**config.mk**
```make
export PLATFORM = sky130hd
export DESIGN_NAME = video_scanner_flat
export DESIGN_NICKNAME = d
export VERILOG_FILES = /design/src/rtl/video_scanner_if.sv /design/src/rtl/video_scanner.sv /design/src/flat_wrapper.sv
export SDC_FILE = /design/constraint.sdc
export NUM_CORES = 1
export LEC_CHECK = 0
export BUFFER_PORTS_ARGS = -buffer_cell sky130_fd_sc_hd__buf_4
export CAP_MARGIN = 30
export CELL_PAD_IN_SITES_DETAIL_PLACEMENT = 0
export CELL_PAD_IN_SITES_GLOBAL_PLACEMENT = 1
export CORE_UTILIZATION = 25
export CTS_CLUSTER_DIAMETER = 40
export DETAILED_ROUTE_END_ITERATION = 10
export PLACE_DENSITY_LB_ADDON = 0.12
export SLEW_MARGIN = 10
export SYNTH_ARGS = -nofsm -noshare
export SYNTH_HDL_FRONTEND = slang
export SYNTH_SLANG_ARGS = --single-unit
```
**constraint.sdc**
```tcl
create_clock -name clk -period 4.51 [get_ports clk]
set_clock_uncertainty 0.15 [all_clocks]
set_input_delay 0.6765 -clock clk [delete_from_list [all_inputs] [get_ports clk]]
set_output_delay 0.6765 -clock clk [all_outputs]
set_load 0.1 [all_outputs]
```
**src/rtl/video_scanner_if.sv**
```systemverilog
// Video RAM read port shared between the scanner (master) and the RAM (slave).
interface video_scanner_if;
   logic [10:0] read_ad;
   logic        read_wre;
   logic [7:0]  read_data;

   modport master (
      output read_ad,
      output read_wre,
      input  read_data
   );

   modport slave (
      input  read_ad,
      input  read_wre,
      output read_data
   );
endinterface

```
**src/rtl/video_scanner.sv**
```systemverilog
// 128x128 monochrome raster scanner. Free-running h/v counters drive a byte-wide
// video RAM fetch every 8 pixels. Timing outputs are delayed to line up with the
// RAM data, so all outputs share a latency of READ_LATENCY+1 clocks.
module video_scanner #(
   parameter int H_FP         = 8,
   parameter int H_SYNC       = 16,
   parameter int H_BP         = 8,
   parameter int V_FP         = 2,
   parameter int V_SYNC       = 2,
   parameter int V_BP         = 4,
   parameter int READ_LATENCY = 2
) (
   input  logic                   clk,
   input  logic                   reset,
   input  logic                   blank,
   video_scanner_if.master        bus,
   output logic                   pixel,
   output logic                   de,
   output logic                   hsync,
   output logic                   vsync,
   output logic                   frame_start
);

   localparam int H_TOTAL = 128 + H_FP + H_SYNC + H_BP;
   localparam int V_TOTAL = 128 + V_FP + V_SYNC + V_BP;
   localparam int H_W     = $clog2(H_TOTAL);
   localparam int V_W     = $clog2(V_TOTAL);
   localparam int RL      = READ_LATENCY;

   localparam logic [H_W-1:0] H_ACT    = H_W'(128);
   localparam logic [H_W-1:0] H_SYNC_S = H_W'(128 + H_FP);
   localparam logic [H_W-1:0] H_SYNC_E = H_W'(128 + H_FP + H_SYNC);
   localparam logic [H_W-1:0] H_LAST   = H_W'(H_TOTAL - 1);
   localparam logic [V_W-1:0] V_ACT    = V_W'(128);
   localparam logic [V_W-1:0] V_SYNC_S = V_W'(128 + V_FP);
   localparam logic [V_W-1:0] V_SYNC_E = V_W'(128 + V_FP + V_SYNC);
   localparam logic [V_W-1:0] V_LAST   = V_W'(V_TOTAL - 1);

   logic [H_W-1:0] hcount_q, hcount_d;
   logic [V_W-1:0] vcount_q, vcount_d;
   logic           de_int, hsync_int, vsync_int, fs_int, issue_int;
   logic [10:0]    read_ad_q, read_ad_d;
   logic [7:0]     shift_q, shift_d;
   logic           pixel_q, pixel_d;
   logic           de_q, hsync_q, vsync_q, fs_q;

   // Stage RL-1 of each pipe feeds the output registers; ld marks the clock
   // on which the RAM byte for a fetch is valid on read_data.
   logic [RL-1:0]  de_pipe_q, hs_pipe_q, vs_pipe_q, fs_pipe_q, ld_pipe_q;

   // Counter advance, raster decode and the next pixel value.
   always_comb begin
      hcount_d = hcount_q + 1'b1;
      vcount_d = vcount_q;
      if (hcount_q == H_LAST) begin
         hcount_d = '0;
         vcount_d = (vcount_q == V_LAST) ? '0 : vcount_q + 1'b1;
      end
      de_int    = (hcount_q < H_ACT) && (vcount_q < V_ACT);
      hsync_int = !((hcount_q >= H_SYNC_S) && (hcount_q < H_SYNC_E));
      vsync_int = !((vcount_q >= V_SYNC_S) && (vcount_q < V_SYNC_E));
      fs_int    = (hcount_q == '0) && (vcount_q == '0);
      issue_int = de_int && (hcount_q[2:0] == 3'd0);
      read_ad_d = issue_int ? {vcount_q[6:0], hcount_q[6:3]} : read_ad_q;
      // The pixel register follows the new shift-register MSB so the pixel
      // shares the timing pipe latency instead of adding a clock.
      shift_d   = ld_pipe_q[RL-1] ? bus.read_data : {shift_q[6:0], 1'b0};
      pixel_d   = shift_d[7] && de_pipe_q[RL-1] && !blank;
   end

   // Raster counters and RAM address register.
   always_ff @(posedge clk or negedge reset) begin
      if (!reset) begin
         hcount_q  <= '0;
         vcount_q  <= '0;
         read_ad_q <= '0;
      end else begin
         hcount_q  <= hcount_d;
         vcount_q  <= vcount_d;
         read_ad_q <= read_ad_d;
      end
   end

   // Delay pipes aligning timing signals with returned RAM data.
   always_ff @(posedge clk or negedge reset) begin
      if (!reset) begin
         de_pipe_q <= '0;
         hs_pipe_q <= '1;
         vs_pipe_q <= '1;
         fs_pipe_q <= '0;
         ld_pipe_q <= '0;
      end else begin
         de_pipe_q[0] <= de_int;
         hs_pipe_q[0] <= hsync_int;
         vs_pipe_q[0] <= vsync_int;
         fs_pipe_q[0] <= fs_int;
         ld_pipe_q[0] <= issue_int;
         for (int i = 1; i < RL; i++) begin
            de_pipe_q[i] <= de_pipe_q[i-1];
            hs_pipe_q[i] <= hs_pipe_q[i-1];
            vs_pipe_q[i] <= vs_pipe_q[i-1];
            fs_pipe_q[i] <= fs_pipe_q[i-1];
            ld_pipe_q[i] <= ld_pipe_q[i-1];
         end
      end
   end

   // Pixel shift register and registered outputs.
   always_ff @(posedge clk or negedge reset) begin
      if (!reset) begin
         shift_q <= '0;
         pixel_q <= 1'b0;
         de_q    <= 1'b0;
         hsync_q <= 1'b1;
         vsync_q <= 1'b1;
         fs_q    <= 1'b0;
      end else begin
         shift_q <= shift_d;
         pixel_q <= pixel_d;
         de_q    <= de_pipe_q[RL-1];
         hsync_q <= hs_pipe_q[RL-1];
         vsync_q <= vs_pipe_q[RL-1];
         fs_q    <= fs_pipe_q[RL-1];
      end
   end

   assign bus.read_ad  = read_ad_q;
   assign bus.read_wre = 1'b0;
   assign pixel        = pixel_q;
   assign de           = de_q;
   assign hsync        = hsync_q;
   assign vsync        = vsync_q;
   assign frame_start  = fs_q;

endmodule

```
**src/flat_wrapper.sv**
```systemverilog
// flat-port wrapper written by rule: the top's interface ports become plain ports
module video_scanner_flat 
#(
   parameter int H_FP         = 8,
   parameter int H_SYNC       = 16,
   parameter int H_BP         = 8,
   parameter int V_FP         = 2,
   parameter int V_SYNC       = 2,
   parameter int V_BP         = 4,
   parameter int READ_LATENCY = 2
)
  (clk, reset, blank, pixel, de, hsync, vsync, frame_start, bus_read_ad, bus_read_wre, bus_read_data);
  video_scanner_if bus_i ();
  input  logic clk;
  input  logic reset;
  input  logic blank;
  output logic pixel;
  output logic de;
  output logic hsync;
  output logic vsync;
  output logic frame_start;
  output wire logic [$bits(bus_i.read_ad)-1:0] bus_read_ad;
  output wire logic [$bits(bus_i.read_wre)-1:0] bus_read_wre;
  input wire logic [$bits(bus_i.read_data)-1:0] bus_read_data;
  assign bus_read_ad = bus_i.read_ad;
  assign bus_read_wre = bus_i.read_wre;
  assign bus_i.read_data = bus_read_data;
  video_scanner #(.H_FP(H_FP), .H_SYNC(H_SYNC), .H_BP(H_BP), .V_FP(V_FP), .V_SYNC(V_SYNC), .V_BP(V_BP), .READ_LATENCY(READ_LATENCY)) u_core (.clk(clk), .reset(reset), .blank(blank), .bus(bus_i), .pixel(pixel), .de(de), .hsync(hsync), .vsync(vsync), .frame_start(frame_start));
endmodule
```
Yosys cells after proc, flatten, opt, wreduce, memory -nomap -nowiden
Index checks and enable logic that the tools add are counted.
- output and inout bits: 17
- input bits: 11
- register bits: 49
- multiplexer cells: 3
- eq/ne operators: 2
- reductions and logical operators: 13
- $lt $le $gt $ge: 6
- $add $sub $neg: 2
- operators with widths (operator ; number):
    8-bit less-than comparator (second input constant) ; 4
    8-bit 2-to-1 mux ; 3
    8-bit by 1-bit adder with 8-bit output (second input constant) ; 2
    8-bit equality test (second input constant) ; 2
    8-bit >= comparator (second input constant) ; 2
    8-bit logical NOT ; 2
    1-bit logical AND ; 7
    1-bit logical NOT ; 3
    3-bit logical NOT ; 1

Longest topological paths before layout
Gate-level depths: netlist of the first run.
- depth after elaboration: 3
- gate-level depth with buffers: 6

Worst setup path after synthesis of the first run
Ideal clock, no wire load.
- path kind: reg2out
- from: register u_core.read_ad_q[0], in the netlist u_core.bus.read_ad[0]
- to: output bus_read_ad[0]
- arrival: 895 ps
- cell stages (with the launch flop): 1
- path slack: 2789 ps
- required time: 3684 ps
- path buffers: 0
- cell sequence: dfrtp_1
- RTL lines (item ; RTL line ; RTL):
    start, declared ; video_scanner.sv:42 ; logic [10:0] read_ad_q, read_ad_d;
    start signal, assigned ; video_scanner.sv:80 ; read_ad_q <= read_ad_d;
    end, declared ; flat_wrapper.sv:22 ; output wire logic [$bits(bus_i.read_ad)-1:0] bus_read_ad;
No word-level cell between the ends.

Final worst setup path of the first run
- from: register u_core.hcount_q[0]
- to: register u_core.read_ad_q[8], in the netlist u_core.bus.read_ad[8]
- word-level cells in the longest chain between the ends: 3
- elaborated cells on any way between the ends: 4
- RTL lines (item ; RTL line ; RTL):
    start, declared ; video_scanner.sv:39 ; logic [H_W-1:0] hcount_q, hcount_d;
    start signal, assigned ; video_scanner.sv:78 ; hcount_q <= hcount_d;
    8-bit less-than comparator ; video_scanner.sv:59 ; de_int = (hcount_q < H_ACT) && (vcount_q < V_ACT);
    1-bit logical AND ; video_scanner.sv:59 ;
    1-bit logical AND * ; video_scanner.sv:63 ; issue_int = de_int && (hcount_q[2:0] == 3'd0);
Mark *: on every way between the ends. The rest lies on a longest branch, timed or not.
A chain may end at the register's enable or synchronous reset.

==> metrics.md, run 1 <==
| Metric | Value |
|---|---|
| Hold wc startpoint | u_core.ld_pipe_q[0] |
| Net count, final | between 150 and 200 |
| Growth of design area from synthesis to finish | 18.62% |
| Clock sinks | roughly 50 |
| Outcome | finished clean |
| Worst-skew pair later-pin latency | 0.30 ns |
| Routing layer with the top usage in global route | met2 |
| Cell Pwr Density | approximately 310 mW/mm^2 |
| Headroom to the max-slew limit | about two fifths |
| Detail Route Antenna Nets | 0 |
| Max H-tree Level | 2 |
| Arr. time, crit path | 2.08 ns |
| Post-synthesis async set-or-reset flop share | 100.0% |
| Post-route clock period utilization | 45.05% |
| Count of pins on the block boundary | 28 |
| Sequential cell area fraction in the yosys report | between 60 and 70% |
| Number of inserted diodes | 0 |
| Met1 Resource Use GR | about an eighth |
| Worst Hold Path Cells | 0 |
| DRT Wirelength | ~3.5 mm |
| Buffer type at the clock tree root | sky130_fd_sc_hd__clkbuf_8 |
| Count of final max-slew check failures | 0 |
| Mean number of vias per cell | between 4 and 5 |
| Worst-case register-to-register setup slack | 2.48 ns |
| TritonCTS buffer count | 5 |
| Total overflow reported by the global router | 0 |
| Worst setup path class | reg -> reg |
| Net Sw Power | about 0.00017 W |
| Maximum root-to-sink buffer count | 2 |
| # setup viols final | 0 |
| Post-route worst setup slack | 2.478 ns |
| Met3 global-route usage | 3.434% |
| Startpoint of the most critical register-to-register path | u_core.hcount_q[0] |
| Ratio of cells with drive above 1 in the final layout | 38.29% |
| Number of global-route vias before repair | 1202 |
| CTS tree | done |
| Sequential Power Share | between 60% and 70% |
| Final estimated routing congestion in global placement | ~0.69 |
| End point of the most critical hold path | u_core.ld_pipe_q[1] |
| Pre-CTS setup slack | around 2.4 ns |
| Initial core utilization | between 20% and 30% |
| Overall die width | 91.35 um |
| Largest fanout on the critical path | 13 |
| Mean routed wirelength per cell | around 13 um |
| Placed inst area | between 0.002 and 0.0025 mm^2 |
| Maximum number of pins on one net before global-route repair | 50 |
| Number of distinct library cells after synthesis | 39 |
| Actual transition at the worst max-transition pin | ~0.88 ns |
| Number of max-cap violations | 0 |
| Leakage power summed over all cells | ~1.1 nW |
| Post-CTS setup-driven buffer insertion count | 0 |
| Commonest cells after routing, fill and taps aside | sky130_fd_sc_hd__dfrtp_1 (43), sky130_fd_sc_hd__buf_4 (26), sky130_fd_sc_hd__mux2_2 (17) |
| Syn_area_per_cell | about 14 um^2 |
| Die height | roughly 91 um |
| Finished layout cell area | ~0.0024 mm^2 |
| Wire length of the first global-routing pass | 6.189 mm |
| Power Internal | around 0.00056 W |
| Mapped Nets | about 160 |
| DRT Pass-1 Iters | 4 |
| Placed Instances | 269 |
| CP endpoint kind | flip-flop |
| Total number of vias | around 1200 |
| Setup repair after global routing missed its margin | no |
| Number of antenna violations at the first check in global routing | 0 |
| Clock network power share | 35.9% |
| FP Rows | 32 |
| Req. time, crit path | between 4 and 5 ns |
| Cts-stage hold buffer count | 0 |
| Port Buffers | 26 |
| Fin cells | 277 |
| Placeable core area | approximately 0.0077 mm^2 |
| Commonest register cell after synthesis | sky130_fd_sc_hd__dfrtp_1 |
| First DRT Iteration DRCs | 55 |
| Endpoint of the lowest-slack register-to-register path | u_core.bus.read_ad[8] |
| Cell area after synthesis | 0.001996 mm^2 |
| Yosys warns | 0 |
| Clock Pin Slew Worst Setup and Hold Paths | 0.09 ns |
| Net Sw Frac | a little under a quarter |
| Die ar. | between 0.008 and 0.009 mm^2 |
| Met2 track demand over resource | between 10% and 20% |
| Maximum ir drop on the vdd rail | ~100 uV |
| Final TNS setup | 0 ns |
| Logic gate share of total power | approximately 3.1% |
| Mapped Cells | 146 |
| Reg2reg path depth | 4 |
| Number of cells upsized or downsized after cts | 0 |
| Tightest Hold Check Type | reg -> reg |
| Final design utilization | 30.63% |
| Final period demand of the worst path | between 2 and 2.5 ns |
| Synthesized flop and latch total | between 40 and 50 |
| Most common cell after layout, fill and taps aside | sky130_fd_sc_hd__dfrtp_1 |
| Maximum achievable frequency | between 400 and 500 MHz |
| Remaining design rule violation count | 0 |
| Final Hold Fails | 0 |
| Gr usage total | approximately a tenth |
| Half-perimeter wire length after placement | approximately 2.4 mm |
| Crit start category | flip-flop |
| Number of synthesized flops with an enable pin | 0 |
-- flip-flops by register name (all words and copies together), names as in the netlist, 2 cells and up --
name                cells
u_core.vs_pipe_q        2
u_core.hcount_q         8
u_core.hs_pipe_q        2
u_core.shift_q          7
u_core.fs_pipe_q        2
u_core.vcount_q         8
u_core.bus.read_ad     11
u_core.ld_pipe_q        2
u_core.de_pipe_q        2
-- layer usage --
layer	routed length [um]	vias up	part of all wire, %
li1	-	550	-
met1	1680	574	48
met2	1585	27	45
met3	183	7	5.2
met4	82	0	2.3
met5	0	-	0
-- cell usage after synthesis (all sizes together), types with 2 or more instances --
cell type  number  area share [%]
buf             4             1.8
xor2            3             1.3
nand4b          2            0.88
dfrtp          43              54
and4            2             1.0
xnor2           6             3.4
a21oi           2            0.50
nor4b           2             1.6
o21ai           2            0.50
nor3b           2             1.3
dfstp           6             7.9
nand2          12             2.4
and2            3             1.1
nor2            8             1.5
mux2           17             9.6
nand3           9             2.3
ha              4             2.5
inv             6             1.1
nand4           4             2.3
-- how the worst max path moves through the flow --
stage	start	to	slack [ns]
CTS	u_core.hcount_q[0]	u_core.bus.read_ad[8]	2.43
global placement	u_core.hcount_q[0]	u_core.bus.read_ad[8]	2.49
detailed placement	u_core.hcount_q[0]	u_core.bus.read_ad[8]	2.44
global route	u_core.hcount_q[0]	u_core.bus.read_ad[4]	2.33
finish	u_core.hcount_q[0]	u_core.bus.read_ad[8]	2.48
floorplan	u_core.bus.read_ad[0]	bus_read_ad[0]	2.79
-- critical path, cell delays in order (launching register included) --
cell and delay, ns:
sky130_fd_sc_hd__dfrtp_1 0.43, sky130_fd_sc_hd__inv_1 0.08, sky130_fd_sc_hd__ha_1 0.14, sky130_fd_sc_hd__nor4b_4 0.72, sky130_fd_sc_hd__mux2_2 0.41
-- power by group through the flow --
stage          registers [W]  clock network (W)   logic (W)
4_1_cts             0.000440           0.000273   0.0000237
3_3_place_gp        0.000449                  0   0.0000234
5_1_grt             0.000441           0.000286   0.0000256
3_5_place_dp        0.000449                  0   0.0000237
6_report            0.000440           0.000260   0.0000227
2_1_floorplan       0.000452                  0  0.00000482
-- metrics by stage --
step / total power, W / hold WS, ns
2_1_floorplan: 0.0004571 / 0.1812
3_5_place_dp: 0.0004725 / 0.1855
4_1_cts: 0.0007370 / 0.2050
3_3_place_gp: 0.0004722 / 0.1822
6_report: 0.0007228 / 0.2047
5_1_grt: 0.0007520 / 0.2151
-- area by class of cell --
class                      count  area (um^2)
sequential                    49         1234
fill                         790         5360
clock inverter                 2        15.01
multi-input combinational     86        700.7
inverter                       6        22.52
clock buffer                   6        72.57
tap                          102        127.6
timing repair buffer          26        195.2
-- logic make-up (layout without fill, tap and decap cells) --
logic type      Yosys count  after routing  share of synthesized area, %
mux                      18             18                         10.09
fa+ha+maj                 4              4                         2.508
xor+xnor                  9              9                         4.702
other cells               1              1                        0.1879
buf+inv                  11             40                         3.071
compound gates            6              6                         1.693
simple gates             48             48                         15.93
flops                    49             49                         61.82
(Power assumes the default switching activity.)
==> run 2, diff against run 1 <==
Settings changed: ABC_AREA set to 1.
Clock period 4.51 ns to 2 ns, I/O delays scaled along.
==> run 2 against run 1 <==
Effect of this change: core utilization rose by 0.76 points; highest routed layer unchanged; area after synthesis decreased by 1.0%; maximum frequency is 25% higher.
==> metrics.md, run 2 <==
| Metric | Value |
|---|---|
| Most common cell in the synthesized netlist | sky130_fd_sc_hd__nand2_1 |
| Wire length of the first global-routing pass | 6.720 mm (+8.6%) |
| # setup viols final | 0 (unchanged) |
| Power Internal | 0.001416 W (+150%) |
| First DRT Iteration DRCs | 50 (-9.1%) |
| Startpoint of the most critical register-to-register path | u_core.hcount_q[0] |
| Sequential Power Share | 55.4% (-5.5 points) |
| Net Sw Frac | 20.94% (-2.2 points) |
| Number of distinct library cells after synthesis | 22 (-44%) |
| Die ar. | 0.008262 mm^2 (-0.98%) |
| Synthesized flop and latch total | 49 (unchanged) |
| Flip-flop count of the largest register, all copies and words added | 11 (unchanged) |
| Final Hold Fails | 0 (unchanged) |
| DRT Pass-1 Iters | 4 (unchanged) |
| Worst-skew pair later-pin latency | 0.30 ns (about the same) |
| Tightest Hold Check Type | in -> reg |
| Actual transition at the worst max-transition pin | 0.6097 ns (-0.2719 ns) |
| Setup repair after global routing missed its margin | no |
| Hold wc startpoint | bus_read_data[0] |
| Number of max-cap violations | 0 (unchanged) |
| Buffer type at the clock tree root | sky130_fd_sc_hd__clkbuf_8 |
| Most common cell after layout, fill and taps aside | sky130_fd_sc_hd__nand2_1 |
| Total area of multi-input combinational cells | 615.6 um^2 (-12%) |
| Most frequent cells after synthesis | sky130_fd_sc_hd__nand2_1 (59), sky130_fd_sc_hd__dfrtp_1 (43), sky130_fd_sc_hd__inv_1 (25) |
| Headroom to the max-slew limit | 59.35% (+18 points) |
| Maximum number of pins on one net before global-route repair | 50 (unchanged) |
| Logic gate share of total power | 3.1% (about the same) |
| Number of global-route vias before repair | 1435 (+19%) |
| Half-perimeter wire length after placement | 2.705 mm (+15%) |
| Sequential cell area fraction in the yosys report | 62.44% (+0.63 points) |
| Gr usage total | 10.55% (+0.87 points) |
| Growth of design area from synthesis to finish | 22.17% |
| Fill count | 834 (+5.6%) |
| FF/Latch Area | 0.001234 mm^2 (unchanged) |
| Outcome | finished clean |
| Total overflow reported by the global router | 0 (unchanged) |
| End point of the most critical hold path | u_core.shift_q[0] |
| Final TNS setup | 0 ns (unchanged) |
| Hold Worst Slack | 0.04290 ns (-0.1618 ns) |
| Post-synthesis async set-or-reset flop share | 100.0% (unchanged) |
| Req. time, crit path | 2.05 ns (-2.51 ns) |
| Maximum achievable frequency | 617.5 MHz (+25%) |
| Syn_area_per_cell | 9.544 um^2 (-30%) |
| CP endpoint kind | flip-flop |
| Max H-tree Level | 2 (unchanged) |
| Reg2reg path depth | 6 (+2) |
| Detail Route Antenna Nets | 0 (unchanged) |
| Mapped Cells | 207 (+42%) |
| Remaining design rule violation count | 0 (unchanged) |
| Die height | 90.90 um (-0.49%) |
| Maximum ir drop on the vdd rail | 253.8 uV (+140%) |
| Cell area after synthesis | 0.001976 mm^2 (-1.0%) |
| Number of synthesized flops with an enable pin | 0 (unchanged) |
| Top post-synthesis cells by area | sky130_fd_sc_hd__dfrtp_1 (54%), sky130_fd_sc_hd__nand2_1 (11%), sky130_fd_sc_hd__dfstp_2 (8.0%) |
| Largest area contributor in the synthesized netlist | sky130_fd_sc_hd__dfrtp_1 |
| Largest fanout on the critical path | 13 (unchanged) |
| Final estimated routing congestion in global placement | 0.7387 (+7.8%) |
| Number of antenna violations at the first check in global routing | 0 (unchanged) |
| Initial core utilization | 25.70% (-0.13 points) |
| Commonest cells after routing, fill and taps aside | sky130_fd_sc_hd__nand2_1 (59), sky130_fd_sc_hd__dfrtp_1 (43), sky130_fd_sc_hd__buf_4 (27) |
| Commonest register cell after synthesis | sky130_fd_sc_hd__dfrtp_1 |
| Placeable core area | 0.007687 mm^2 (-0.52%) |
| Mapped Nets | 222 (+38%) |
| Number of inserted diodes | 0 (unchanged) |
| Final period demand of the worst path | 1.619 ns (-0.4121 ns) |
| Yosys warns | 0 (unchanged) |
| Post-route clock period utilization | 80.97% (+36 points) |
| CTS tree | done |
| Net Sw Power | 0.0003750 W (+120%) |
| Mean number of vias per cell | 4.012 (-4.0%) |
| Endpoint of the lowest-slack register-to-register path | u_core.hcount_q[7] |
| Port Buffers | 26 (unchanged) |
| Worst-case register-to-register setup slack | 0.38 ns (-2.10 ns) |
| Clock network power share | 41.5% (+5.6 points) |
| Arr. time, crit path | 1.67 ns (-0.41 ns) |
| DRT Wirelength | 3.874 mm (+9.7%) |
| Total number of vias | 1368 (+18%) |
| Worst Hold Path Cells | 3 (+3) |
| Overall die width | 90.90 um (-0.49%) |
| Cell Pwr Density | 742.0 mW/mm^2 (+140%) |
| Leakage power summed over all cells | 1.171 nW (+9.7%) |
| TritonCTS buffer count | 5 (unchanged) |
| Count of final max-slew check failures | 0 (unchanged) |
| Clock Pin Slew Worst Setup and Hold Paths | 0.09 ns (about the same) |
| Mean routed wirelength per cell | 11.36 um (-11%) |
| Clock sinks | 49 (unchanged) |
| Maximum root-to-sink buffer count | 2 (unchanged) |
| Net count, final | 253 (+34%) |
| Area share of the leading cell type in the synthesized netlist | 54.46% (+0.55 points) |
| Count of pins on the block boundary | 28 (unchanged) |
| Ratio of cells with drive above 1 in the final layout | 18.41% (-20 points) |
| Worst setup path class | reg -> reg |
| Crit start category | flip-flop |
| FP Rows | 32 (unchanged) |
-- run 2: changes by cell type after synthesis, sizes merged, moves of 2 or more --
cell	before	now
and2	3	0
and4	2	0
inv	6	25
mux2	17	0
nand2	12	60
nand3	9	11
nand4b	2	0
nor2	8	20
nor3	1	5
nor3b	2	0
o21ai	2	14
xnor2	6	0
xor2	3	6
-- run 2: worst max path at each step --
stage | from | end | slack [ns] | cells past startpoint
floorplan | u_core.hcount_q[0] | u_core.vcount_q[5] | 0.61 | 6
global placement | u_core.hcount_q[0] | u_core.hcount_q[7] | 0.40 | 6
detailed placement | u_core.hcount_q[0] | u_core.hcount_q[7] | 0.37 | 6
CTS | u_core.hcount_q[0] | u_core.hcount_q[7] | 0.37 | 6
global route | u_core.hcount_q[0] | u_core.hcount_q[7] | 0.24 | 6
finish | u_core.hcount_q[0] | u_core.hcount_q[7] | 0.38 | 6
-- run 2: worst max-delay path, cell delays in order (launching register included) --
cell                      delay (ns)
sky130_fd_sc_hd__dfrtp_1        0.40
sky130_fd_sc_hd__ha_1           0.23
sky130_fd_sc_hd__nand3_2        0.12
sky130_fd_sc_hd__nor2_4         0.32
sky130_fd_sc_hd__inv_1          0.16
sky130_fd_sc_hd__nand2_1        0.10
sky130_fd_sc_hd__nor2_1         0.04
-- run 2: what timing repair did --
| item | CTS | global route |
|---|---|---|
| endpoints found under the hold margin | 44 | 0 |
| hold buffers | 2 | 0 |
| buffers inserted | 0 | 0 |
| gates resized for setup | 0 | 0 |
-- run 2: power groups by stage --
stage | clock [W] | combinational (W) | sequential [W]
finish | 0.000743 | 0.0000549 | 0.000993
global placement | 0 | 0.0000551 | 0.00101
CTS | 0.000779 | 0.0000571 | 0.000993
global route | 0.000818 | 0.0000609 | 0.000993
detailed placement | 0 | 0.0000539 | 0.00101
floorplan | 0 | 0.0000107 | 0.00102
-- run 2: kinds of logic (layout without fill, tap and decap cells) --
kind of cell / count (synthesis) / count (layout) / synth area share, %
xor gates and xnor gates: 6 / 6 / 2.660
other: 1 / 1 / 0.1898
and+or+nand+nor: 101 / 101 / 21.72
adders and majority gates: 4 / 4 / 2.533
buffers and inverters: 30 / 62 / 6.396
DFF: 49 / 49 / 62.44
AOI/OAI and AO/OA: 16 / 16 / 4.053
-- run 2: metrics by stage --
stage | cell area, um^2 | cells | utilization [%] | power [W] | setup WS, ns
detailed placement | 2273 | 331 | 29.57 | 0.001066 | 0.3743
global placement | 2273 | 331 | 29.57 | 0.001067 | 0.4036
finish | 2414 | 341 | 31.40 | 0.001791 | 0.3805
floorplan | 1976 | 207 | - | 0.001031 | 0.6092
global route | 2414 | 341 | 31.40 | 0.001873 | 0.2438
CTS | 2414 | 341 | 31.40 | 0.001829 | 0.3709
-- run 2: layout make-up --
cell class,count,share of cell area [%]
sequential,49,51.11
multi-input combinational,128,25.51
timing repair buffer,29,9.228
tap,102,5.288
inverter,25,3.888
clock buffer,6,3.421
clock inverter,2,1.555
-- run 2: routing by layer --
| metal | GRT usage [%] | share of wire, % | up-vias |
|---|---|---|---|
| met3 | 2.946 | 4.1 | 5 |
| met4 | 4.762 | 1.5 | 0 |
| met1 | 13.02 | 49 | 641 |
| met5 | 0 | 0 | - |
| met2 | 17.11 | 46 | 26 |
| li1 | - | - | 696 |
==> run 3, diff against run 2 <==
Settings changed: ABC_AREA 1 to 0.
Clock period 2 ns to 1.6 ns, I/O delays scaled along.
==> run 3 against run 2 <==
Effect of this change: the flow now finishes with violations (setup timing); first-iteration DRC count fell by 14%; sequential share of layout area fell by 4.8 points; combinational power rose by 28%; via count fell by 7.5%; die area rose by 0.99%; wire length fell by 0.88%; register-to-register slack got worse by 0.46 ns; non-clock buffer count rose by 27; clock power fell by 0.9%; flip-flop and latch count did not move; worst hold slack got worse by 0.028 ns; maximum frequency fell by 3.7%.
==> metrics.md, run 3 (synthesized netlist as in run 1, its figures left out) <==
| Metric | Value |
|---|---|
| Worst-skew pair later-pin latency | 0.30 ns (about the same) |
| Leakage power summed over all cells | 1.244 nW (+6.2%) |
| Commonest cells after routing, fill and taps aside | sky130_fd_sc_hd__buf_4 (51), sky130_fd_sc_hd__dfrtp_1 (43), sky130_fd_sc_hd__nand2_1 (11), sky130_fd_sc_hd__mux2_4 (11), sky130_fd_sc_hd__nand3_1 (9) |
| Ratio of cells with drive above 1 in the final layout | 46.83% (+28 points) |
| Actual transition at the worst max-transition pin | 0.6192 ns (+0.009497 ns) |
| Maximum ir drop on the vdd rail | 255.3 uV (+0.59%) |
| Buffer type at the clock tree root | sky130_fd_sc_hd__clkbuf_8 |
| Total overflow reported by the global router | 0 (unchanged) |
| Req. time, crit path | 1.65 ns (-0.40 ns) |
| Remaining design rule violation count | 0 (unchanged) |
| Met2 routed wirelength | 1.768 mm (-0.45%) |
| CTS tree | done |
| Mean number of vias per cell | 4.124 (+2.8%) |
| Total number of vias | 1266 (-7.5%) |
| Placeable core area | 0.007727 mm^2 (+0.52%) |
| Finished layout cell area | 0.002664 mm^2 (+10%) |
| Endpoint of the lowest-slack register-to-register path | u_core.bus.read_ad[10] |
| Largest fanout on the critical path | 8 (-5) |
| Final estimated routing congestion in global placement | 0.7426 (+0.53%) |
| Crit start category | flip-flop |
| Post-route worst setup slack | -0.08108 ns (-0.4616 ns) |
| CP endpoint kind | flip-flop |
| Worst-case register-to-register setup slack | -0.08 ns (-0.46 ns) |
| Reg2reg path depth | 5 (-1) |
| Gr usage total | 10.17% (-0.38 points) |
| Arr. time, crit path | 1.73 ns (+0.06 ns) |
| Final Hold Fails | 0 (unchanged) |
| Violated checks | setup timing |
| Outcome | complete, but fails checks |
| FP Rows | 32 (unchanged) |
| Net count, final | 219 (-13%) |
| Final TNS setup | -0.7076 ns (-0.7076 ns) |
| Clock sinks | 49 (unchanged) |
| TritonCTS buffer count | 5 (unchanged) |
| Number of inserted diodes | 0 (unchanged) |
| DR WL met3 | 140 um (-13%) |
| Routed metal-1 wire length | 1.852 mm (-1.4%) |
| Wire length of the first global-routing pass | 6.534 mm (-2.8%) |
| Placed inst area | 0.002505 mm^2 (+10%) |
| Maximum achievable frequency | 594.9 MHz (-3.7%) |
| Flip-flop count of the largest register, all copies and words added | 11 (unchanged) |
| Max H-tree Level | 2 (unchanged) |
| DRT Pass-1 Iters | 4 (unchanged) |
| Port Buffers | 26 (unchanged) |
| Crit-path cells | inv_1 > ha_2 > nor4b_4 > buf_6 > mux2_4 |
| Cell Pwr Density | 768.6 mW/mm^2 (+3.6%) |
| Die height | 91.35 um (+0.50%) |
| Critical Path Slowest Stage Cell | sky130_fd_sc_hd__dfrtp_1 |
| Hold wc startpoint | bus_read_data[1] |
| Worst path buffer plus inverter count | 2 (+1) |
| # setup viols final | 11 (+11) |
| Headroom to the max-slew limit | 58.72% (-0.63 points) |
| Maximum root-to-sink buffer count | 2 (unchanged) |
| Tightest Hold Check Type | in -> reg |
| Clock Pin Slew Worst Setup and Hold Paths | 0.09 ns (about the same) |
| Worst setup path class | reg -> reg |
| Uppermost metal layer occupied by signal nets | met4 |
| CP delay by family, top | flip-flops |
| Number of max-cap violations | 0 (unchanged) |
| First DRT Iteration DRCs | 43 (-14%) |
| Count of pins on the block boundary | 28 (unchanged) |
| Post-route total power | 0.002047 W (+14%) |
| Startpoint of the most critical register-to-register path | u_core.hcount_q[1] |
| Number of antenna violations at the first check in global routing | 0 (unchanged) |
| Setup repair after global routing missed its margin | yes |
| Detail Route Antenna Nets | 0 (unchanged) |
| Die ar. | 0.008344 mm^2 (+0.99%) |
| Count of final max-slew check failures | 0 (unchanged) |
| Growth of design area from synthesis to finish | 33.48% |
| Most common cell after layout, fill and taps aside | sky130_fd_sc_hd__buf_4 |
| Number of global-route vias before repair | 1312 (-8.6%) |
| Maximum number of pins on one net before global-route repair | 50 (unchanged) |
| DRT Wirelength | 3.840 mm (-0.88%) |
| Worst Hold Path Cells | 2 (-1) |
| Initial core utilization | 25.83% (+0.13 points) |
| Mean routed wirelength per cell | 12.51 um (+10%) |
| Slowest cell delay on critical path | 0.41 ns (about the same) |
| Overall die width | 91.35 um (+0.50%) |
| Post-route clock period utilization | 105.1% (+24 points) |
| End point of the most critical hold path | u_core.shift_q[1] |
| Final period demand of the worst path | 1.681 ns (+0.06160 ns) |
| Half-perimeter wire length after placement | 2.743 mm (+1.4%) |
-- run 3: cell count changes in the layout (fill, tap and decap cells not counted), moves of 3 or more --
| cell | before | now |
|---|---|---|
| sky130_fd_sc_hd__nand2_1 | 59 | 11 |
| sky130_fd_sc_hd__buf_4 | 27 | 51 |
| sky130_fd_sc_hd__xnor2_1 | 0 | 4 |
| sky130_fd_sc_hd__xor2_1 | 6 | 3 |
| sky130_fd_sc_hd__nor2_1 | 19 | 8 |
| sky130_fd_sc_hd__mux2_2 | 0 | 6 |
| sky130_fd_sc_hd__inv_1 | 25 | 6 |
| sky130_fd_sc_hd__nor3_1 | 5 | 1 |
| sky130_fd_sc_hd__o21ai_0 | 14 | 1 |
| sky130_fd_sc_hd__mux2_4 | 0 | 11 |
-- run 3: how the worst max path moves through the flow --
stage	from	endpoint	depth (start not counted)
5_1_grt	u_core.hcount_q[0]	u_core.bus.read_ad[10]	5
4_1_cts	u_core.hcount_q[0]	u_core.bus.read_ad[10]	5
3_3_place_gp	u_core.hcount_q[0]	u_core.bus.read_ad[10]	5
6_report	u_core.hcount_q[1]	u_core.bus.read_ad[10]	5
3_5_place_dp	u_core.hcount_q[0]	u_core.bus.read_ad[10]	5
2_1_floorplan	u_core.hcount_q[0]	u_core.bus.read_ad[10]	5
-- run 3: worst register-to-register path, stage by stage (launching register included) --
cell and delay, ns:
sky130_fd_sc_hd__dfrtp_1 0.41, sky130_fd_sc_hd__inv_1 0.07, sky130_fd_sc_hd__ha_2 0.17, sky130_fd_sc_hd__nor4b_4 0.26, sky130_fd_sc_hd__buf_6 0.20, sky130_fd_sc_hd__mux2_4 0.31
-- run 3: what timing repair did --
| item | in CTS | in global routing |
|---|---|---|
| gates resized for setup | 0 | 8 |
| buffers inserted | 0 | 1 |
| setup endpoints to repair | 12 | 18 |
| endpoints found under the hold margin | 45 | 0 |
| hold buffers | 3 | 0 |
| pin swaps | 0 | 5 |
-- run 3: layout make-up --
type	count	area, um^2
Clock buffer	6	72.57
Clock inverter	2	15.01
Timing Repair Buffer	56	435.4
Sequential cell	49	1234
Fill cell	773	5064
Multi-Input combinational cell	86	757.0
Inverter	6	22.52
Tap cell	102	127.6
-- run 3: where the power goes --
| part | switching (W) | total [W] | internal (W) |
|---|---|---|---|
| logic | 0.0000476 | 0.0000702 | 0.0000226 |
| clock network | 0.000427 | 0.000736 | 0.000309 |
| registers | 0.000000578 | 0.00124 | 0.00124 |
| total | 0.000476 | 0.00205 | 0.00157 |
-- run 3: per-stage QoR --
step / cells / hold WS, ns / utilization [%] / worst slack [ns]
4_1_cts: 306 / 0.004440 / 33.94 / -0.08050
3_3_place_gp: 295 / 0.1478 / 32.42 / -0.004855
6_report: 307 / 0.01446 / 34.47 / -0.08108
2_1_floorplan: 146 / -0.2056 / - / -0.03765
3_5_place_dp: 295 / 0.1567 / 32.42 / -0.05635
5_1_grt: 307 / 0.006407 / 34.47 / -0.1310
-- run 3: metal layers --
| layer | track usage [%] | vias up |
|---|---|---|
| li1 | - | 612 |
| met1 | 13.62 | 624 |
| met2 | 15.34 | 24 |
| met3 | 2.596 | 6 |
| met4 | 4.762 | 0 |
| met5 | 0 | - |
